===== src/rtl/fifo_1_if.sv =====
// Handshake/data bundle between a producer/consumer and the fifo_1 buffer.
// FIFO_ERR_FLAGS_EN adds the sticky overflow/underflow status signals.
interface fifo_1_if #(
  parameter int unsigned data_width = 32
);
  logic                  cs;
  logic                  wr_en;
  logic                  rd_en;
  logic [data_width-1:0] data_in;
  logic [data_width-1:0] data_out;
  logic                  empty;
  logic                  full;
`ifdef FIFO_ERR_FLAGS_EN
  logic                  overflow;
  logic                  underflow;

  modport master (
    output cs, wr_en, rd_en, data_in,
    input  data_out, empty, full, overflow, underflow
  );
  modport slave (
    input  cs, wr_en, rd_en, data_in,
    output data_out, empty, full, overflow, underflow
  );
`else
  modport master (
    output cs, wr_en, rd_en, data_in,
    input  data_out, empty, full
  );
  modport slave (
    input  cs, wr_en, rd_en, data_in,
    output data_out, empty, full
  );
`endif
endinterface


===== src/rtl/fifo_1.sv =====
// Single-clock synchronous FIFO with registered read data and chip select.
// Optional sticky overflow/underflow flags are enabled by FIFO_ERR_FLAGS_EN.
module fifo_1 #(
  parameter int unsigned fifo_depth = 8,
  parameter int unsigned data_width = 32
) (
  input logic      clk,
  input logic      rst_n,
  fifo_1_if.slave  bus
);
  localparam int unsigned addr_w = $clog2(fifo_depth);
  localparam int unsigned ptr_w  = addr_w + 1;

  logic [data_width-1:0] mem [fifo_depth];
  logic [ptr_w-1:0]      wr_ptr;
  logic [ptr_w-1:0]      rd_ptr;
  logic [data_width-1:0] data_q;
  logic                  empty_c;
  logic                  full_c;
  logic                  rd_acc_c;
  logic                  wr_acc_c;

  // Pointer MSB is the wrap flag; equal addresses with differing wrap means full.
  assign empty_c = (wr_ptr == rd_ptr);
  assign full_c  = (wr_ptr[addr_w-1:0] == rd_ptr[addr_w-1:0]) &&
                   (wr_ptr[addr_w] != rd_ptr[addr_w]);

  // A read frees a slot in the same edge, so a full FIFO still takes a write then.
  assign rd_acc_c = bus.cs && bus.rd_en && !empty_c;
  assign wr_acc_c = bus.cs && bus.wr_en && (!full_c || rd_acc_c);

  always_ff @(posedge clk) begin
    if (!rst_n) begin
      wr_ptr <= '0;
      rd_ptr <= '0;
      data_q <= '0;
    end else begin
      if (wr_acc_c) wr_ptr <= wr_ptr + ptr_w'(1);
      if (rd_acc_c) begin
        rd_ptr <= rd_ptr + ptr_w'(1);
        data_q <= mem[rd_ptr[addr_w-1:0]];
      end
    end
  end

  // Storage is never cleared; reset only discards it via the pointers.
  always_ff @(posedge clk) begin
    if (rst_n && wr_acc_c) mem[wr_ptr[addr_w-1:0]] <= bus.data_in;
  end

  assign bus.data_out = data_q;
  assign bus.empty    = empty_c;
  assign bus.full     = full_c;

`ifdef FIFO_ERR_FLAGS_EN
  logic overflow_q;
  logic underflow_q;

  always_ff @(posedge clk) begin
    if (!rst_n) begin
      overflow_q  <= 1'b0;
      underflow_q <= 1'b0;
    end else begin
      if (bus.cs && bus.wr_en && !wr_acc_c) overflow_q  <= 1'b1;
      if (bus.cs && bus.rd_en && empty_c)   underflow_q <= 1'b1;
    end
  end

  assign bus.overflow  = overflow_q;
  assign bus.underflow = underflow_q;
`endif
endmodule


===== src/flat_wrapper.sv =====
// flat-port wrapper written by rule: the top's interface ports become plain ports
module fifo_1_flat 
#(
  parameter int unsigned fifo_depth = 8,
  parameter int unsigned data_width = 32
)
  (clk, rst_n, bus_cs, bus_wr_en, bus_rd_en, bus_data_in, bus_data_out, bus_empty, bus_full);
  fifo_1_if #(.data_width(data_width)) bus_i ();
  input logic clk;
  input logic rst_n;
  input wire logic [$bits(bus_i.cs)-1:0] bus_cs;
  input wire logic [$bits(bus_i.wr_en)-1:0] bus_wr_en;
  input wire logic [$bits(bus_i.rd_en)-1:0] bus_rd_en;
  input wire logic [$bits(bus_i.data_in)-1:0] bus_data_in;
  output wire logic [$bits(bus_i.data_out)-1:0] bus_data_out;
  output wire logic [$bits(bus_i.empty)-1:0] bus_empty;
  output wire logic [$bits(bus_i.full)-1:0] bus_full;
  assign bus_i.cs = bus_cs;
  assign bus_i.wr_en = bus_wr_en;
  assign bus_i.rd_en = bus_rd_en;
  assign bus_i.data_in = bus_data_in;
  assign bus_data_out = bus_i.data_out;
  assign bus_empty = bus_i.empty;
  assign bus_full = bus_i.full;
  fifo_1 #(.fifo_depth(fifo_depth), .data_width(data_width)) u_core (.clk(clk), .rst_n(rst_n), .bus(bus_i));
endmodule

===== config.mk =====
export PLATFORM = sky130hd
export DESIGN_NAME = fifo_1_flat
export DESIGN_NICKNAME = d
export VERILOG_FILES = /design/src/rtl/fifo_1_if.sv /design/src/rtl/fifo_1.sv /design/src/flat_wrapper.sv
export SDC_FILE = /design/constraint.sdc
export NUM_CORES = 1
export LEC_CHECK = 0
export ABC_AREA = 0
export CAP_MARGIN = 15
export CELL_PAD_IN_SITES_DETAIL_PLACEMENT = 0
export CELL_PAD_IN_SITES_GLOBAL_PLACEMENT = 1
export CORE_ASPECT_RATIO = 0.7
export CORE_MARGIN = 2
export CORE_UTILIZATION = 48
export CTS_BUF_LIST = sky130_fd_sc_hd__clkbuf_8
export DETAILED_ROUTE_END_ITERATION = 16
export MAX_ROUTING_LAYER = met4
export PLACE_DENSITY_LB_ADDON = 0.25
export SYNTH_ARGS = -nofsm -noshare
export SYNTH_HDL_FRONTEND = slang
export SYNTH_SLANG_ARGS = --single-unit

===== constraint.sdc =====
create_clock -name clk -period 4.2 [get_ports clk]
set_clock_uncertainty 0.15 [all_clocks]
set_input_delay 0.84 -clock clk [delete_from_list [all_inputs] [get_ports clk]]
set_output_delay 0.84 -clock clk [all_outputs]
set_load 0.01 [all_outputs]

==> results.md, run 1 <==
* Width of the die at 186.6 um
* Largest cells by area after synthesis: edfxtp_1 69%, mux4_2 13%, dfxtp_1 7.1%
* I/O Pins at 71
* Maxcap violations at 0
* Die Y-Extent at between 100 and 150 um
* Antenna Violating Nets Remaining at 0
* GP Congestion at between 0.7 and 0.8
* Worst IR Drop VDD at 0.2093 mV
* Top-area cell type share of the netlist area at about two thirds
* Psw at ~0.0013 W
* Core Util, Final at roughly 58%
* WP data required at roughly 3200 ps
* Htree depth at 2
* Max frequency at approximately 290 MHz
* Vias in the first global route at approximately 5700
* Synth warn at 0
* Synth Cell Area at 11210 um2
* Outcome: completed
* Vias/cell at roughly 5.5
* Seq cells post-synth at roughly 300
* DR WL/cell at 21.15 um
* Critical path type: reg -> out
* Worst Path Arrival at between 2000 and 2500 ps
* RSZ-0062 raised after global routing: no
* Dominant cell type by area after synthesis: edfxtp_1
* Sequential share of power at between 50% and 60%
* Number of distinct library cells after synthesis at 36
* Worst Path Max Fanout at 12
* Total setup buffers inserted after CTS at 0
* Worst-path clk slew at ~60 ps
* Detailed-placement wirelength estimate at ~13000 um
* All-Layer GR Usage at about 18%
* Post-cts hold buffer count at 0
* Port Buffers at 70
* Final Hold Viols at 0
* Drt total wl at approximately 21000 um
* Core area at 22790 um2
* Syn Nets at 600
* Drc violations at 0
* # diodes at 0
* CTS Root Cell: clkbuf_8
* Synthesized instance count at approximately 560
* Post-synthesis sequential area ratio at roughly three quarters
* Most frequent cell after synthesis: edfxtp_1
* Starting Density at 49.18%
* Syn avg cell area at around 20 um2
* Count of standard-cell rows at 46
* Clock tree sinks at roughly 300
* Initial antenna violation count at 0
* Nature of the critical path endpoint: output pin
* Power per Cell Area at around 440 nW/um2
* Sw Share at 21.79%
* First DRT Iteration DRCs at roughly 420
* Pin count of the biggest net entering global routing at 70
* PostCTS Resize Cnt at 0
* Clock share of power at 37.9%
* Fin crit period at 3412 ps
* Number of fill cells at about 1700
* Nets at roughly 700
* CTS tree: done
* Clock Path Buffers at 3
* Worst slew pin tran at 972.0 ps
* Layout Area Growth over Synthesis at 18.14%
* Static Leak at 4.136 nW
* Die Area at between 20000 and 25000 um2
* Num CTS Buffers at 43
* Combinational power share at about 5.5%
* Max-slew violation count at 0
* First-pass GRT wire length at about 33000 um
* Grt ovf at 0
* Initial DRT Pass Iterations at 5
* Cell internal pwr at about 0.0045 W
* Ys flop type: edfxtp_1
* Startpoint types: flip-flop
* Post-Route Setup TNS at 0 ps
* Slew HR at 35.20%
* EDFF count, synth at between 200 and 300
* HP Class: reg -> reg
* Setup violators final at 0
* Worst-Skew Late Latency at about 540 ps
* Period utilization at between 80% and 90%
* Layout cells sized above 1 at between 20% and 30%
* Via count at between 5000 and 6000
* Commonest cells in the netlist: 256 x edfxtp_1, 64 x mux4_2, 40 x dfxtp_1, 34 x a21oi_1, 34 x mux2i_1
* FFs w/ async S/R, synth at 0%
## registers in the layout, indices dropped and copies added (netlist names)
name and cells:
u_core.mem 256, u_core.bus.data_out 32, u_core.rd_ptr 4, u_core.wr_ptr 4
## layout by cell type, fill, tap and decap left out, types with 12 or more instances in the layout
cell	synthesis	layout
a21oi_1	34	34
buf_4	7	12
clkbuf_8	0	48
clkdlybuf4s50_1	0	69
dfxtp_1	40	37
edfxtp_1	256	256
inv_1	3	17
mux2i_1	34	34
mux4_2	64	64
o21ai_0	33	33
## worst paths after layout
check	start	to	slack, ps	cells past startpoint
worst max-delay path	u_core.wr_ptr[0]	bus_full	790	4
worst min-delay path	u_core.rd_ptr[3]	u_core.rd_ptr[3]	380	2
worst max register to register	u_core.rd_ptr[1]	u_core.bus.data_out[8]	1210	5
worst min register to register	u_core.rd_ptr[3]	u_core.rd_ptr[3]	380	2
## critical path, cell delays in order (launching register included)
cell and delay [ps]:
dfxtp_1 700, xnor2_2 230, nand4_2 240, clkinv_2 160, clkdlybuf4s50_1 550
## routing by layer
metal  vias up  track usage (%)  wire length (um)
li1       2498                -                 -
met1      2871            26.86             10260
met2       154            26.35              9664
met3        33            3.407              1058
met4         0            4.541               258
met5         -                -                 0
## kinds of logic after synthesis
family / share of synthesized area, %
multiplexers: 15.90
flip-flops: 75.73
buffers and inverters: 1.663
AO/OA/AOI/OAI: 3.550
adder cells (fa/ha/maj): 0.2232
XOR/XNOR: 0.7703
AND/OR/NAND/NOR: 2.166
## power by group through the flow
stage	Clock [W]	Combinational (W)	Sequential, W
after floorplan	0	0.000146	0.00333
after global placement	0	0.000317	0.00333
after detailed placement	0	0.000323	0.00333
after CTS	0.00226	0.000325	0.00327
after global routing	0.00239	0.000347	0.00327
final	0.00219	0.000320	0.00327
## metrics by stage
stage | instance area, um2 | instances | total power, W | hold WS (ps) | setup slack [ps]
after detailed placement | 12400 | 924 | 0.003652 | 369.0 | 695.1
after global placement | 12400 | 924 | 0.003644 | 358.6 | 737.4
after floorplan | 11220 | 561 | 0.003479 | 332.2 | 632.0
final | 13240 | 1004 | 0.005773 | 379.0 | 788.2
after CTS | 13240 | 1004 | 0.005853 | 379.3 | 751.6
after global routing | 13240 | 1004 | 0.006003 | 398.0 | 643.8
## cell type report
| cell class | instances | area [um2] | share of cell area [%] |
|---|---|---|---|
| sequential | 296 | 8497 | 64.17 |
| multi-input combinational | 225 | 2613 | 19.73 |
| timing repair buffer | 87 | 885.9 | 6.690 |
| clock buffer | 48 | 660.6 | 4.989 |
| tap | 312 | 390.4 | 2.948 |
| clock inverter | 32 | 178.9 | 1.351 |
| inverter | 4 | 16.27 | 0.1228 |
No activity file was read; power rests on OpenSTA's default activity.
==> run 2: changes to the inputs <==
Settings changed: CORE_UTILIZATION 48 to 53.
Clock period 4.2 ns to 3.3 ns, I/O delays scaled along.
==> run 2 against run 1 <==
Worst hold slack worse by 3.5 ps; clock-buffer cell count unchanged; first-iteration DRC count up 18%; wire length up 0.43%; cell count shrank 2.6%; critical endpoint unchanged.
==> results.md, run 2 (same netlist as run 1, synthesis figures left out) <==
* Outcome: completed
* Critical path type: reg -> out
* Startpoint types: flip-flop
* Worst-Skew Late Latency at around 530 ps
* Setup violators final at 0
* Count of standard-cell rows at between 40 and 50
* Grt ovf at 0
* DR WL/cell at 21.81 um
* Worst slew pin tran at 733.6 ps
* Via count at 5614
* WP data required at between 2000 and 2500 ps
* Num CTS Buffers at between 40 and 50
* Drt total wl at roughly 21000 um
* Period utilization at 90.62%
* All-Layer GR Usage at about 21%
* Worst path top cell family by delay: buffers and inverters
* Die Y-Extent at roughly 130 um
* Max-slew violation count at 0
* Antenna Violating Nets Remaining at 0
* Fin cells at ~980
* CP peak stage delay at around 550 ps
* Final worst setup slack at between 300 and 400 ps
* CP Buf/Inv Count at 2
* Initial DRT Pass Iterations at 5
* RSZ-0062 raised after global routing: no
* Clock tree sinks at 296
* Nets at between 700 and 800
* CTS Root Cell: clkbuf_8
* Pin count of the biggest net entering global routing at 68
* Slowest CP cell: clkdlybuf4s50_1
* Core Util, Final at 63.94%
* Layout cells sized above 1 at 23.54%
* Starting Density at between 50% and 60%
* First-pass GRT wire length at about 33000 um
* Vias in the first global route at roughly 5800
* Number of fill cells at ~1400
* Power per Cell Area at around 550 nW/um2
* Worst Path Arrival at ~2200 ps
* Width of the die at roughly 180 um
* Clock Path Buffers at 3
* Core area at around 21000 um2
* Slew HR at between 50% and 60%
* Vias/cell at 5.740
* Placed cells at ~900
* Detailed-placement wirelength estimate at 12130 um
* Layout Area Growth over Synthesis at 18.40%
* HP Class: reg -> reg
* Worst IR Drop VDD at about 0.33 mV
* Final Hold Viols at 0
* Flip-flop count of the largest register after layout at 256
* First DRT Iteration DRCs at between 400 and 500
* Max frequency at 334.4 MHz
* Nature of the critical path endpoint: output pin
* Cell-by-cell trace of the critical path: xnor2_2 -> nand4_2 -> clkinv_2 -> clkdlybuf4s50_1
* Drc violations at 0
* GP Congestion at 0.7624
* Htree depth at 2
* Worst Path Max Fanout at 12
* Static Leak at about 4.2 nW
* Port Buffers at 70
* CTS tree: done
* Maxcap violations at 0
* DP Worst Slack at ~550 ps
* Initial antenna violation count at 1
* Worst-path clk slew at about 60 ps
* Fin crit period at around 3000 ps
* I/O Pins at 71
* Commonest non-fill, non-tap cell in the layout: edfxtp_1
* Die Area at 22350 um2
* Most frequent cells in the layout: 256 x edfxtp_1, 69 x clkdlybuf4s50_1, 64 x mux4_2
[run 2: cell types whose count changed in the layout (fill, tap and decap cells not counted), moves of 2 or more]
cell      change
buf_12        +2
buf_4         +6
clkinv_1      +9
clkinv_2      -3
dfxtp_1       -2
dfxtp_2       +2
inv_1         -3
[run 2: layout make-up]
class	count	area, um2	share of cell area [%]
multi-input combinational	225	2613	19.69
antenna	1	2.502	0.01886
timing repair buffer	95	970.9	7.317
clock buffer	48	660.6	4.978
sequential	296	8499	64.05
tap	276	345.3	2.602
inverter	4	16.27	0.1226
clock inverter	33	162.7	1.226
[run 2: tightest hold or removal path, stage by stage (launching register included)]
cell and delay (ps):
dfxtp_1 340, nand2_1 70, mux2i_1 60
[run 2: worst paths after layout]
kind / start / to / slack, ps / cells after the start
setup / recovery: u_core.wr_ptr[0] / bus_full / 310 / 4
hold / removal: u_core.rd_ptr[3] / u_core.rd_ptr[3] / 380 / 2
setup reg to reg: u_core.rd_ptr[2] / u_core.bus.data_out[25] / 950 / 5
hold reg to reg: u_core.rd_ptr[3] / u_core.rd_ptr[3] / 380 / 2
[run 2: power by group]
group	internal (W)	switching, W
Clock	0.00142	0.00133
Combinational	0.000194	0.000217
Sequential	0.00412	0.0000345
[run 2: metal layers]
| metal | global-route usage (%) | wire, um | up-vias |
|---|---|---|---|
| met3 | 3.955 | 1222 | 33 |
| met4 | 5.256 | 332 | 0 |
| met1 | 30.69 | 10020 | 2906 |
| met2 | 29.98 | 9752 | 157 |
| met5 | - | 0 | - |
| li1 | - | - | 2518 |
[run 2: metrics by stage]
step	instance area [um2]	power, W	hold WS [ps]	setup TNS [ps]
6_report	13270	0.007327	375.5	0
5_1_grt	13270	0.007610	421.9	0
4_1_cts	13270	0.007405	379.7	0
3_5_place_dp	12440	0.004652	367.0	0
3_3_place_gp	12440	0.004639	347.5	0
2_1_floorplan	11220	0.004428	332.2	-16290
[run 2: what timing repair did]
action | 4_1_cts | 5_1_grt
setup endpoints to repair | 0 | 1
hold buffers | 0 | 0
setup buffers | 0 | 0
gates resized for setup | 0 | 2
